## src/rtl/stream_pkg.sv

```systemverilog
// rtl/stream_pkg.sv - shared helpers and constants for stream width converters
package stream_pkg;

    // Lane 0 (LSBs) carries the earliest beat in every width converter.
    localparam int STREAM_LANE_LSB_FIRST = 1;

    function automatic bit is_pow2(input int value);
        return (value > 0) && ((value & (value - 1)) == 0);
    endfunction

endpackage

```

## src/rtl/stream_width_packer_if.sv

```systemverilog
// rtl/stream_width_packer_if.sv - narrow input stream and packed output stream of the width packer
interface stream_width_packer_if #(
    parameter int IN_WIDTH = 8,
    parameter int RATIO    = 4
);
    logic [IN_WIDTH-1:0]       in_data;
    logic                      in_valid;
    logic                      in_last;
    logic                      in_ready;
    logic [IN_WIDTH*RATIO-1:0] out_data;
    logic [RATIO-1:0]          out_keep;
    logic                      out_last;
    logic                      out_valid;
    logic                      out_ready;

    modport slave (
        input  in_data,
        input  in_valid,
        input  in_last,
        output in_ready,
        output out_data,
        output out_keep,
        output out_last,
        output out_valid,
        input  out_ready
    );

    modport master (
        output in_data,
        output in_valid,
        output in_last,
        input  in_ready,
        input  out_data,
        input  out_keep,
        input  out_last,
        input  out_valid,
        output out_ready
    );
endinterface

```

## src/rtl/stream_width_packer.sv

```systemverilog
// rtl/stream_width_packer.sv - packs RATIO narrow beats into one wide word with keep mask and last flush
module stream_width_packer
    import stream_pkg::*;
#(
    parameter  int IN_WIDTH  = 8,
    parameter  int RATIO     = 4,
    localparam int OUT_WIDTH = IN_WIDTH * RATIO,
    localparam int LB_RATIO  = $clog2(RATIO)
) (
    input  logic                clk,
    input  logic                rstn,
    input  logic                clear,
    stream_width_packer_if.slave s,
    output logic [LB_RATIO:0]   fill
);

    generate
        if (!is_pow2(RATIO) || RATIO < 2) begin : g_bad_ratio
            $error("stream_width_packer: RATIO must be a power of two and at least 2");
        end
        if (STREAM_LANE_LSB_FIRST != 1) begin : g_bad_lane_order
            $error("stream_width_packer: lane mapping assumes LSB-first lane order");
        end
    endgenerate

    localparam logic [LB_RATIO-1:0] LAST_IDX = LB_RATIO'(RATIO - 1);

    logic [OUT_WIDTH-1:0] acc_data;
    logic [RATIO-1:0]     acc_keep;
    logic [LB_RATIO-1:0]  idx;

    logic [OUT_WIDTH-1:0] word_data;
    logic [RATIO-1:0]     word_keep;
    logic                 in_exec;
    logic                 out_exec;
    logic                 word_done;

    assign s.in_ready = !s.out_valid || s.out_ready;
    assign in_exec    = s.in_valid && s.in_ready;
    assign out_exec   = s.out_valid && s.out_ready;
    assign word_done  = in_exec && ((idx == LAST_IDX) || s.in_last);
    assign fill       = {1'b0, idx};

    // Accumulator with the incoming beat merged in; lanes above idx are still zero.
    always_comb begin
        word_data = acc_data;
        word_keep = acc_keep;
        word_data[idx*IN_WIDTH +: IN_WIDTH] = s.in_data;
        word_keep[idx] = 1'b1;
    end

    always_ff @(posedge clk or negedge rstn) begin
        if (!rstn) begin
            acc_data    <= '0;
            acc_keep    <= '0;
            idx         <= '0;
            s.out_data  <= '0;
            s.out_keep  <= '0;
            s.out_last  <= 1'b0;
            s.out_valid <= 1'b0;
        end else if (clear) begin
            acc_data    <= '0;
            acc_keep    <= '0;
            idx         <= '0;
            s.out_data  <= '0;
            s.out_keep  <= '0;
            s.out_last  <= 1'b0;
            s.out_valid <= 1'b0;
        end else begin
            if (word_done) begin
                acc_data    <= '0;
                acc_keep    <= '0;
                idx         <= '0;
                s.out_data  <= word_data;
                s.out_keep  <= word_keep;
                s.out_last  <= s.in_last;
                s.out_valid <= 1'b1;
            end else begin
                if (in_exec) begin
                    acc_data <= word_data;
                    acc_keep <= word_keep;
                    idx      <= idx + LB_RATIO'(1);
                end
                // Payload keeps its stale value after the sink takes it.
                if (out_exec) begin
                    s.out_valid <= 1'b0;
                end
            end
        end
    end

endmodule

```

## src/flat_wrapper.sv

```systemverilog
// flat-port wrapper written by rule: the top's interface ports become plain ports
module stream_width_packer_flat import stream_pkg::*;
#(
    parameter  int IN_WIDTH  = 8,
    parameter  int RATIO     = 4,
    localparam int OUT_WIDTH = IN_WIDTH * RATIO,
    localparam int LB_RATIO  = $clog2(RATIO)
)
  (clk, rstn, clear, fill, s_in_data, s_in_valid, s_in_last, s_in_ready, s_out_data, s_out_keep, s_out_last, s_out_valid, s_out_ready);
  stream_width_packer_if #(.IN_WIDTH(IN_WIDTH), .RATIO(RATIO)) s_i ();
  input  logic clk;
  input  logic rstn;
  input  logic clear;
  output logic [LB_RATIO:0] fill;
  input wire logic [$bits(s_i.in_data)-1:0] s_in_data;
  input wire logic [$bits(s_i.in_valid)-1:0] s_in_valid;
  input wire logic [$bits(s_i.in_last)-1:0] s_in_last;
  output wire logic [$bits(s_i.in_ready)-1:0] s_in_ready;
  output wire logic [$bits(s_i.out_data)-1:0] s_out_data;
  output wire logic [$bits(s_i.out_keep)-1:0] s_out_keep;
  output wire logic [$bits(s_i.out_last)-1:0] s_out_last;
  output wire logic [$bits(s_i.out_valid)-1:0] s_out_valid;
  input wire logic [$bits(s_i.out_ready)-1:0] s_out_ready;
  assign s_i.in_data = s_in_data;
  assign s_i.in_valid = s_in_valid;
  assign s_i.in_last = s_in_last;
  assign s_in_ready = s_i.in_ready;
  assign s_out_data = s_i.out_data;
  assign s_out_keep = s_i.out_keep;
  assign s_out_last = s_i.out_last;
  assign s_out_valid = s_i.out_valid;
  assign s_i.out_ready = s_out_ready;
  stream_width_packer #(.IN_WIDTH(IN_WIDTH), .RATIO(RATIO)) u_core (.clk(clk), .rstn(rstn), .clear(clear), .s(s_i), .fill(fill));
endmodule
```

## config.mk

```make
export PLATFORM = sky130hd
export DESIGN_NAME = stream_width_packer_flat
export DESIGN_NICKNAME = d
export VERILOG_FILES = /design/src/rtl/stream_pkg.sv /design/src/rtl/stream_width_packer_if.sv /design/src/rtl/stream_width_packer.sv /design/src/flat_wrapper.sv
export SDC_FILE = /design/constraint.sdc
export NUM_CORES = 1
export LEC_CHECK = 0
export ABC_AREA = 1
export CAP_MARGIN = 20
export CORE_MARGIN = 3
export CORE_UTILIZATION = 40
export DETAILED_ROUTE_END_ITERATION = 7
export MAX_ROUTING_LAYER = met4
export SKIP_LAST_GASP = 1
export SLEW_MARGIN = 20
export SYNTH_ARGS = -nofsm -noshare
export SYNTH_HDL_FRONTEND = slang
export SYNTH_SLANG_ARGS = --single-unit
```

## constraint.sdc

```tcl
create_clock -name clk -period 1.6 [get_ports clk]
set_input_delay 0.4 -clock clk [delete_from_list [all_inputs] [get_ports clk]]
set_output_delay 0.4 -clock clk [all_outputs]
set_load 0.02 [all_outputs]
```

==> metrics.md <==
| Metric | Value |
|---|---|
| Most frequent CP cell | nand2_1 |
| Top cells by area, synth | dfrtp_1 (52%), nand2_1 (25%), nand3_1 (8.4%) |
| Worst-path clk slew | 80 ps |
| Filler cells | 842 |
| TritonCTS clock tree | done |
| WL final | 9290 um |
| Tmin final | 1560 ps |
| Die X | 102 um |
| Vias in the first global route | 3158 |
| Clk sink count | 76 |
| Area leader, netlist | dfrtp_1 |
| Number of synthesized register bits | 76 |
| Hold Buf Count CTS | 0 |
| Cells after Synth | 472 |
| Min-Delay Path Class | input pin to asynchronous set/reset pin |
| Yosys warnings | 0 |
| # rows | 34 |
| Nets | 565 |
| Core area | 0.00881 sq mm |
| Die height | 102 um |
| Seq/Total Area, Yosys | 0.521 |
| DP HPWL | 6110 um |
| Crit path capture type | register |
| Antenna cells | 0 |
| Max incr delay on CP | 430 ps |
| Pin count of the biggest net entering global routing | 77 |
| Finished Layout Cells | 658 |
| Total Power | 4.28 mW |
| Critical path startpoint category | register |
| Grt ovf | 0 |
| Post-synth cell types | 24 |
| Cell Pwr Density | 898 mW/mm^2 |
| Initial DRC Count | 211 |
| WP data required | 1890 ps |
| Synth Area per Inst | 7.73 sq um |
| Crit Path Category | register to register |
| Die ar. | 0.0103 sq mm |
| Share of the clock period used by the worst path | 0.972 |
| DP Cell Count | 637 |
| Total CTS buffers | 9 |
| Final Max Tran Viols | 0 |
| First-pass GRT wire length | 15300 um |
| CP cell instances | buf_4, ha_2, nor2_2, nand4_1, inv_4, clkbuf_16, nand2_1, nand2_1 |
| Worst path bufs/invs | 3 |
| DRT Pass-1 Iters | 4 |
| PortBufs | 54 |
| Post-route ant nets | 0 |
| Post-synth top area share | 0.521 |
| Initial Util | 0.414 |
| Drt drc | 0 |
| Max_cap viols | 0 |
| Setup WS pre-CTS | -360 ps |
| Most common cell in the synthesized netlist | nand2_1 |
| Primary FF master, synth | dfrtp_1 |
| Initial antenna violation count | 0 |
| Max VDD drop | 479 uV |
| Worst skew pair latency | 350 ps |
| Top post-synthesis cells by count | nand2_1 (241), dfrtp_1 (76), nand3_1 (61), inv_1 (22), o21ai_0 (14) |
| Mapped Area | 0.00365 sq mm |
| Crit path max fanout | 8 |
| Critical Path AT | 1850 ps |
| Setup violations, final | 0 |
| Leak | 2.73 nW |
| Vias | 3193 |
| Unrepaired setup endpoints after global routing | yes |
| H-tree levels | 3 |
| Hold Slack | 68.3 ps |
| Final setup skew | 7.69 ps |
| Status | complete, no violations |
| Routed wire length per instance | 14.1 um |
| Clock buffer depth | 2 |
| Avg Vias per Cell | 4.85 |
| Final hold vios | 0 |
| Crit path max-delay family | buffers and inverters |
| FMAX | 643 MHz |
| Ys async rst share | 1.00 |
| I/O pin cnt | 56 |
| CP max stage cell | dfrtp_2 |
| Share of post-route cells with drive strength above 1 | 0.147 |
| EDFF count, synth | 0 |
| Synth-to-Final Area Change | 30.5% |
| GPL Wtd Cong | 0.841 |
| Synthesized Nets | 492 |
| Final WS setup | 44.4 ps |
| Overall Global Routing Usage | 0.192 |
| Clk root buf | clkbuf_8 |
## worst paths after layout
check,slack [ps],start,to,depth (start not counted)
setup reg to reg,40,u_core.idx[1],u_core.acc_data[20],8
max in group asynchronous,1220,rstn,u_core.idx[1],2
hold reg to reg,480,u_core.acc_keep[3],u_core.acc_keep[3],2
setup / recovery,40,u_core.idx[1],u_core.acc_data[20],8
min in group clk,480,u_core.acc_keep[3],u_core.acc_keep[3],2
hold / removal,70,rstn,u_core.s.out_keep[2],2
## area by class of cell
cell class              instances  area, sq um  share of cell area
flip-flops and latches         76         1900               0.400
inverters                      27          104              0.0218
clock buffers                  12          155              0.0326
well taps                     108          135              0.0284
multi-input cells             345         1550               0.325
clock inverters                 4         95.1              0.0200
repair buffers                 86          821               0.172
## metrics by stage
stage	TNS, ps	util	area (sq um)
floorplan	0	-	3660
global placement	-7140	0.505	4450
detailed placement	-8560	0.505	4450
CTS	-104	0.529	4660
global route	-1660	0.541	4760
finish	0	0.541	4760
## logic make-up after synthesis
group                      Yosys count  synth area share
adders and majority gates            6            0.0206
DFF                                 76             0.521
other                                1           0.00103
and+or+nand+nor                    319             0.361
buffers and inverters               51            0.0682
AOI/OAI and AO/OA                   19            0.0278
## cells in the final DEF, fill, tap and decap left out, drive strengths merged
cell type / count
a21boi: 1
a21oi: 1
buf: 33
bufinv: 3
clkbuf: 15
clkdlybuf4s50: 12
clkinv: 1
conb: 1
dfrtp: 76
dlygate4sd2: 38
ha: 6
inv: 27
nand2: 242
nand3: 62
nand4: 5
nor2: 6
o21ai: 17
or2: 4
## layer usage
| metal | GRT usage | wire, um | up-vias |
|---|---|---|---|
| met5 | - | 0 | - |
| met4 | 0.0736 | 101 | 0 |
| met3 | 0.0324 | 300 | 10 |
| met2 | 0.288 | 4480 | 51 |
| met1 | 0.260 | 4410 | 1515 |
| li1 | - | - | 1617 |
## repair_timing
| action | 4_1_cts | 5_1_grt |
|---|---|---|
| resized for setup | 46 | 26 |
| endpoints found under the hold margin | 0 | 0 |
| gates cloned | 0 | 3 |
| endpoints found under the setup margin | 53 | 66 |
| pin swaps | 0 | 3 |
| setup buffers | 0 | 2 |
## sequential cells by signal, indices dropped and copies added, names as in the netlist
| name | flops |
|---|---|
| u_core.acc_data | 32 |
| u_core.s.out_last | 1 |
| u_core.s.out_valid | 1 |
| u_core.idx | 2 |
| u_core.s.out_keep | 4 |
| u_core.acc_keep | 4 |
| u_core.s.out_data | 32 |
## power breakdown
| group | total, mW | switching [mW] | internal [mW] |
|---|---|---|---|
| Sequential | 1.96 | 0.0155 | 1.95 |
| Combinational | 0.468 | 0.293 | 0.175 |
| Clock | 1.85 | 0.725 | 1.12 |
| Total | 4.28 | 1.03 | 3.24 |
Power figures use the tool's default switching activity.
